[src/rtl/snax_streamer_vec_add_shell_wrapper.sv]
// Lane-wise add of NumInStreams streams into one output stream (wrap or signed-saturate), CSR-launched.
// One-cycle fire-to-valid latency; inputs join and stall together on output backpressure. Option: SNAX_VEC_ADD_PERF_CNT_EN.
module snax_streamer_vec_add_shell_wrapper #(
  parameter int unsigned NumInStreams = 2,
  parameter int unsigned LaneCount    = 8,
  parameter int unsigned ElemWidth    = 32,
  parameter int unsigned DataWidth    = LaneCount * ElemWidth,
  parameter int unsigned RegRWCount   = 2,
  parameter int unsigned RegROCount   = 2,
  parameter int unsigned RegDataWidth = 32
) (
  input  logic                                     clk_i,
  input  logic                                     rst_ni,
  input  logic [NumInStreams-1:0][DataWidth-1:0]   stream2acc_data_i,
  input  logic [NumInStreams-1:0]                  stream2acc_valid_i,
  output logic [NumInStreams-1:0]                  stream2acc_ready_o,
  output logic [DataWidth-1:0]                     acc2stream_0_data_o,
  output logic                                     acc2stream_0_valid_o,
  input  logic                                     acc2stream_0_ready_i,
  input  logic [RegRWCount-1:0][RegDataWidth-1:0]  csr_reg_set_i,
  input  logic                                     csr_reg_set_valid_i,
  output logic                                     csr_reg_set_ready_o,
  output logic [RegROCount-1:0][RegDataWidth-1:0]  csr_reg_ro_set_o
);

  localparam int unsigned SumWidth = ElemWidth + $clog2(NumInStreams);

  typedef enum logic [1:0] {IDLE, RUN, DRAIN} state_t;

  state_t                  state_q, state_d;
  logic [31:0]             n_q;
  logic [31:0]             beat_cnt_q;
  logic                    mode_q;
  logic                    out_vld_q;
  logic [DataWidth-1:0]    out_dat_q;
  logic [DataWidth-1:0]    sum_dat;
  logic [SumWidth-1:0]     lane_acc;
  logic [ElemWidth-1:0]    lane_elem;
  logic [RegDataWidth-1:0] cyc_cnt;
  logic                    busy;
  logic                    launch;
  logic                    pop;
  logic                    fire;
  logic                    unused_csr_bits;

  assign busy   = (state_q != IDLE);
  assign launch = (state_q == IDLE) && csr_reg_set_valid_i;
  assign pop    = out_vld_q && acc2stream_0_ready_i;
  // The output register may be refilled in the same cycle it is popped.
  assign fire   = (state_q == RUN) && (&stream2acc_valid_i) && (!out_vld_q || pop);

  assign stream2acc_ready_o   = {NumInStreams{fire}};
  assign acc2stream_0_valid_o = out_vld_q;
  assign acc2stream_0_data_o  = out_dat_q;
  assign csr_reg_set_ready_o  = (state_q == IDLE);
  assign unused_csr_bits      = ^csr_reg_set_i[1][RegDataWidth-1:1];

  always_comb begin
    csr_reg_ro_set_o       = '0;
    csr_reg_ro_set_o[0][0] = busy;
    csr_reg_ro_set_o[1]    = cyc_cnt;
  end

  // Saturation: the sum overflows ElemWidth whenever its top bits are not a pure sign extension.
  always_comb begin
    sum_dat   = '0;
    lane_acc  = '0;
    lane_elem = '0;
    for (int i = 0; i < LaneCount; i++) begin
      lane_acc = '0;
      for (int k = 0; k < NumInStreams; k++) begin
        lane_elem = stream2acc_data_i[k][i*ElemWidth +: ElemWidth];
        lane_acc  = lane_acc + {{(SumWidth-ElemWidth){lane_elem[ElemWidth-1]}}, lane_elem};
      end
      if (mode_q && (lane_acc[SumWidth-1:ElemWidth-1] !=
                     {(SumWidth-ElemWidth+1){lane_acc[SumWidth-1]}})) begin
        sum_dat[i*ElemWidth +: ElemWidth] = lane_acc[SumWidth-1] ?
            {1'b1, {(ElemWidth-1){1'b0}}} : {1'b0, {(ElemWidth-1){1'b1}}};
      end else begin
        sum_dat[i*ElemWidth +: ElemWidth] = lane_acc[ElemWidth-1:0];
      end
    end
  end

  always_comb begin
    state_d = state_q;
    unique case (state_q)
      IDLE:    if (launch && (csr_reg_set_i[0][31:0] != 32'd0)) state_d = RUN;
      RUN:     if (fire && (beat_cnt_q == n_q - 32'd1)) state_d = DRAIN;
      DRAIN:   if (pop) state_d = IDLE;
      default: state_d = IDLE;
    endcase
  end

  always_ff @(posedge clk_i or negedge rst_ni) begin
    if (!rst_ni) begin
      state_q    <= IDLE;
      n_q        <= '0;
      mode_q     <= 1'b0;
      beat_cnt_q <= '0;
      out_vld_q  <= 1'b0;
      out_dat_q  <= '0;
    end else begin
      state_q <= state_d;
      if (launch) begin
        n_q        <= csr_reg_set_i[0][31:0];
        mode_q     <= csr_reg_set_i[1][0];
        beat_cnt_q <= '0;
      end else if (fire) begin
        beat_cnt_q <= beat_cnt_q + 32'd1;
      end
      if (fire) begin
        out_vld_q <= 1'b1;
        out_dat_q <= sum_dat;
      end else if (pop) begin
        out_vld_q <= 1'b0;
      end
    end
  end

`ifdef SNAX_VEC_ADD_PERF_CNT_EN
  logic [RegDataWidth-1:0] cyc_cnt_q;

  always_ff @(posedge clk_i or negedge rst_ni) begin
    if (!rst_ni) begin
      cyc_cnt_q <= '0;
    end else if (launch) begin
      cyc_cnt_q <= '0;
    end else if (busy && (cyc_cnt_q != {RegDataWidth{1'b1}})) begin
      cyc_cnt_q <= cyc_cnt_q + 1'b1;
    end
  end

  assign cyc_cnt = cyc_cnt_q;
`else
  assign cyc_cnt = '0;
`endif

endmodule

[config.mk]
export PLATFORM = sky130hd
export DESIGN_NAME = snax_streamer_vec_add_shell_wrapper
export DESIGN_NICKNAME = d
export VERILOG_FILES = /design/src/rtl/snax_streamer_vec_add_shell_wrapper.sv
export SDC_FILE = /design/constraint.sdc
export NUM_CORES = 1
export LEC_CHECK = 0
export CORE_AREA = 2 2 353 355
export CTS_BUF_LIST = sky130_fd_sc_hd__clkbuf_4
export DETAILED_ROUTE_END_ITERATION = 7
export DIE_AREA = 0 0 355 357
export PLACE_DENSITY = 0.48
export SYNTH_ARGS = -nofsm -noshare
export SYNTH_HDL_FRONTEND = slang
export SYNTH_SLANG_ARGS = --single-unit
[constraint.sdc]
create_clock -name clk_i -period 5.6 [get_ports clk_i]
set_clock_uncertainty 0.05 [all_clocks]
set_input_delay 1.12 -clock clk_i [delete_from_list [all_inputs] [get_ports clk_i]]
set_output_delay 1.12 -clock clk_i [all_outputs]
set_load 0.05 [all_outputs]
## Word level (Yosys, flattened, before mapping)

Index checks and enable logic that the tools add are counted.

| word-level totals | value |
|---|---|
| logic and storage cells | 77 |
| input port bits | 582 |
| flip-flop bits (word level) | 324 |
| output and inout port bits | 324 |

| operators by class | value |
|---|---|
| $add $sub $neg | 10 |
| equality and inequality tests | 14 |
| multiplexer cells | 24 |
| reductions and logical operators | 23 |

Operator list:

| kind | count |
|---|---|
| two-way mux 32 bit | 18 |
| adder 32 x 32 -> 33 bit | 8 |
| adder 32 x 1 -> 32 bit, second input constant | 1 |
| == test 32 bit | 1 |
| nonzero test 32 bit | 1 |
| subtractor 32 x 1 -> 32 bit, second input constant | 1 |
| logical AND 1 bit | 14 |
| != test 1 bit | 8 |
| two-way mux 2 bit | 3 |
| one-hot mux 2 bit (3 select lines) | 1 |
| nonzero test 2 bit | 3 |
| != test 2 x 1 -> 1 bit, second input constant | 2 |
| AND reduction 3 bit | 1 |
| == test 2 x 1 -> 1 bit, second input constant | 1 |
| == test 2 bit, second input constant | 1 |
| logical NOT 2 bit | 1 |
| two-way mux 1 bit | 2 |
| != test 2 bit, second input constant | 1 |
| AND reduction 2 bit | 1 |
| logical NOT 1 bit | 1 |
| logical OR 1 bit | 1 |

## Longest topological paths before layout

| depth | value |
|---|---|
| word-level depth | 6 |
| mapped depth | 15 |
| mapped depth without buffers | 13 |

## Worst setup path after synthesis

OpenSTA, ideal clock, no wires.

| timing | value |
|---|---|
| path type | input port to output port |
| start point | input stream2acc_valid_i[0] |
| end point | output stream2acc_ready_o[0] |
| required time | 4.430 ns |
| slack | 1.462 ns |
| buffers on the path | 6 |
| data arrival time | 2.968 ns |
| cell stages on the path | 9 |
| path through | nand4b_1 nand2b_1 buf_2 inv_2 clkbuf_1 buf_1 clkbuf_1 clkbuf_1 buf_4 |

| between the ends | value |
|---|---|
| cells in the longest elaborated chain, start to end | 3 |

Ends and longest elaborated chain:

| what | RTL line | RTL |
|---|---|---|
| start: declaration | 15 | `input logic [NumInStreams-1:0] stream2acc_valid_i,` |
| AND reduction 2 bit | 50 | `assign fire = (state_q == RUN) && (&stream2acc_valid_i) && (!out_vld_q \|\| pop);` |
| logical AND 1 bit (2 in series) | 50 |  |
| end: declaration | 16 | `output logic [NumInStreams-1:0] stream2acc_ready_o,` |

No other way between the ends.

## Final worst setup path

| timing | value |
|---|---|
| start point | input stream2acc_data_i[32] in the netlist's numbering |
| end point | register out_dat_q[54] (netlist: acc2stream_0_data_o[54]) |

| between the ends | value |
|---|---|
| cells in the longest elaborated chain, start to end | 4 |
| elaborated cells on any way between the ends | 5 |
| those cells by class | add/sub: 1; eq/ne: 1; mux: 2; reduce/logical: 1 |

Ends and longest elaborated chain:

| what | RTL line | RTL |
|---|---|---|
| start: declaration | 14 | `input logic [NumInStreams-1:0][DataWidth-1:0] stream2acc_data_i,` |
| adder 32 x 32 -> 33 bit (*) | 73 | `lane_acc = lane_acc + {{(SumWidth-ElemWidth){lane_elem[ElemWidth-1]}}, lane_elem};` |
| != test 1 bit | 75 | `if (mode_q && (lane_acc[SumWidth-1:ElemWidth-1] !=` |
| logical AND 1 bit | 75 |  |
| two-way mux 32 bit (*) | 75 |  |
| end signal: assignment | 114 | `out_dat_q <= sum_dat;` |
| end: declaration | 35 | `logic [DataWidth-1:0] out_dat_q;` |

Every way passes the cells marked *; elsewhere a longest branch is shown, timed or not.
A chain may end at the register's enable or synchronous reset.

==> flow_summary.toml <==
[routing]
drt_pass1_iterations = 7
num_vias = 29003
remaining_drc_errors = 0
drt_first_iter_violations = 1627
wl_per_cell_um = 21.2
viasPerCell = 4.88
totalWireLength_mm = 126
postRouteAntennaNets = 0

[worst_setup_path]
endpoint_kind = "flip-flop"
crit_fanout = 7
rr_startpoint = "n_q[0]"
rrSetupSlack_ps = 2010
worstPathArrival_ps = 5230
startpoint_type = "primary input"
path_class = "primary input to flip-flop"
critPathLaunch = "stream2acc_data_i[32]"
required_ps = 6420

[clocking]
numCtsBuffers = 106
cts_buffer_depth = 3
ctsResizeCount = 0
holdBufCountCts = 0
cts-htree-levels = 3
cts_setup_buffers = 0
clkTransAtPathRegs_ps = 70
cts.sinks = 324
cts_tree = "yes"
clk_latency_ps = 960
root_buffer = "clkbuf_4"

[global_route]
grt_usage = 0.192
grt_pass1_wl_mm = 185
grt_start_max_net_pins = 121
grt-ovfl-total = 0
antenna_found_initial = 33
grt_pass1_vias = 29080

[placed_design]
globalplace.congestion = 0.923
port_buffers = 811
hpwlAfterDp_mm = 102
post_dp_cell_area_um2 = 38100

[sta]
rsz0062_at_grt = "no"
hold_viol = 0
period_needed_ps = 4410
finalCritPeriodShare = 0.788
tightest_slew_ps = 894
max_freq_mhz = 227
setup_violations = 0
relSlewSlack = 0.398
setup-tns-final_ps = 0
slew_viol_final = 0

[logic_synthesis]
synth_seq_cells = 324
yosysSeqAreaShare = 0.287
synth_most_common_cell = "nor2_1"
synth_edf_count = 0
synth_cell_type_count = 100
synthTopCellsByArea = "dfrtp_1 (29%), ha_1 (11%), a21oi_1 (6.2%), nor2_1 (5.2%), xnor2_1 (4.7%)"
synthFlopType = "dfrtp_1"
synth_common_cells = "nor2_1 (389), a21oi_1 (350), dfrtp_1 (324)"
synthCells = 3387
syn-cell-area_um2 = 28200
async_reset_ff_frac = 1.00
yosys_warnings = 0
synth_area_leader_cell = "dfrtp_1"
synth_top_area_frac = 0.287
syn_area_per_cell_um2 = 8.33

[run_status]
outcome = "completed"

[floorplan]
die_h_um = 357
row_count = 129
ios = 906
die_x_um = 355
placeableCoreArea_um2 = 123000
start_util = 0.230
die-area_um2 = 127000

[power_and_ir_drop]
leakage_uw = 0.0168
vdd_drop_max_mv = 0.214
p_per_area_nw_per_um2 = 358

[finish]
fin_area_um2 = 39500
fin_nets = 5077
nFillCells = 13245
regArea_um2 = 8110
multi_input_area_um2 = 18900
layout-drive-gt1-share = 0.0745
area_delta_synth_final_pct = 39.8

[min_path]
min_path_type = "primary input to asynchronous set/reset pin"

[run]
cap_viol_max_count = 0
-- power by group --
group          switching [µW]  total (µW)  internal (µW)
clock network            1220        2500           1280
registers                 591        3670           3080
logic                    5070        7950           2880
-- cells in the final DEF (no fill, tap or decap), drive strengths merged, types with 103 or more instances in the layout --
| cell type | n |
|---|---|
| nor2 | 390 |
| o21ai | 208 |
| a21oi | 353 |
| xnor2 | 150 |
| nand2 | 235 |
| inv | 103 |
| clkdlybuf4s50 | 810 |
| a21o | 140 |
| clkbuf | 146 |
| dfrtp | 324 |
| xor2 | 110 |
| ha | 258 |
-- stage by stage --
stage | instances | power (µW) | hold slack (ps) | setup WS (ps) | util
floorplan | 3449 | 8610 | 376 | 1460 | -
global placement | 5758 | 11700 | 415 | 250 | 0.310
detailed placement | 5758 | 11700 | 405 | 156 | 0.310
CTS | 5930 | 14400 | 70.7 | 1270 | 0.320
global route | 5940 | 15000 | 100 | 986 | 0.321
finish | 5948 | 14100 | 176 | 1190 | 0.321
-- final cells by class --
type,count,area share
diodes,18,0.00114
clock buffers,146,0.0278
clock inverters,26,0.00434
inverters,100,0.00970
multi-input cells,2828,0.480
flip-flops and latches,324,0.205
well taps,1637,0.0519
repair buffers,869,0.220
-- final timing paths --
path | endpoint | depth (start not counted)
setup / recovery | acc2stream_0_data_o[54] | 15
hold / removal | n_q[8] | 1
setup reg to reg | state_q[0] | 11
hold reg to reg | state_q[0] | 1
max in group asynchronous | acc2stream_0_data_o[192] | 2
min in group clk_i | state_q[0] | 1
-- routing by layer --
metal	vias to the layer above	GRT usage	wire length (µm)
met5	-	0	210
met4	32	0.0484	2690
met3	192	0.0595	9960
met2	887	0.331	61000
met1	13851	0.231	52300
li1	14041	-	-
-- state kept, by name, indices dropped and copies added, names as in the netlist --
signal                count
acc2stream_0_data_o     256
mode_q                    1
acc2stream_0_valid_o      1
state_q                   2
n_q                      32
beat_cnt_q               32
-- critical path, cell delays in order --
cell and delay, ps:
clkdlybuf4s50_1 470, ha_1 240, inv_1 80, fa_1 380
nand2b_1 190, a21oi_1 230, o21ai_0 370, a21boi_1 360
o311ai_1 140, a21oi_1 290, a211oi_1 170, o311ai_2 690
buf_4 280, o22ai_1 90, a21oi_1 140
-- cell families after synthesis --
group / Yosys count / share of synthesized area
and+or+nand+nor: 1044 / 0.176
buffers and inverters: 297 / 0.0530
muxes: 40 / 0.0155
other: 1 / 0.000133
adders and majority gates: 266 / 0.120
xor gates and xnor gates: 260 / 0.0807
AOI/OAI and AO/OA: 1155 / 0.267
DFF: 324 / 0.287
Power figures use the tool's default switching activity.
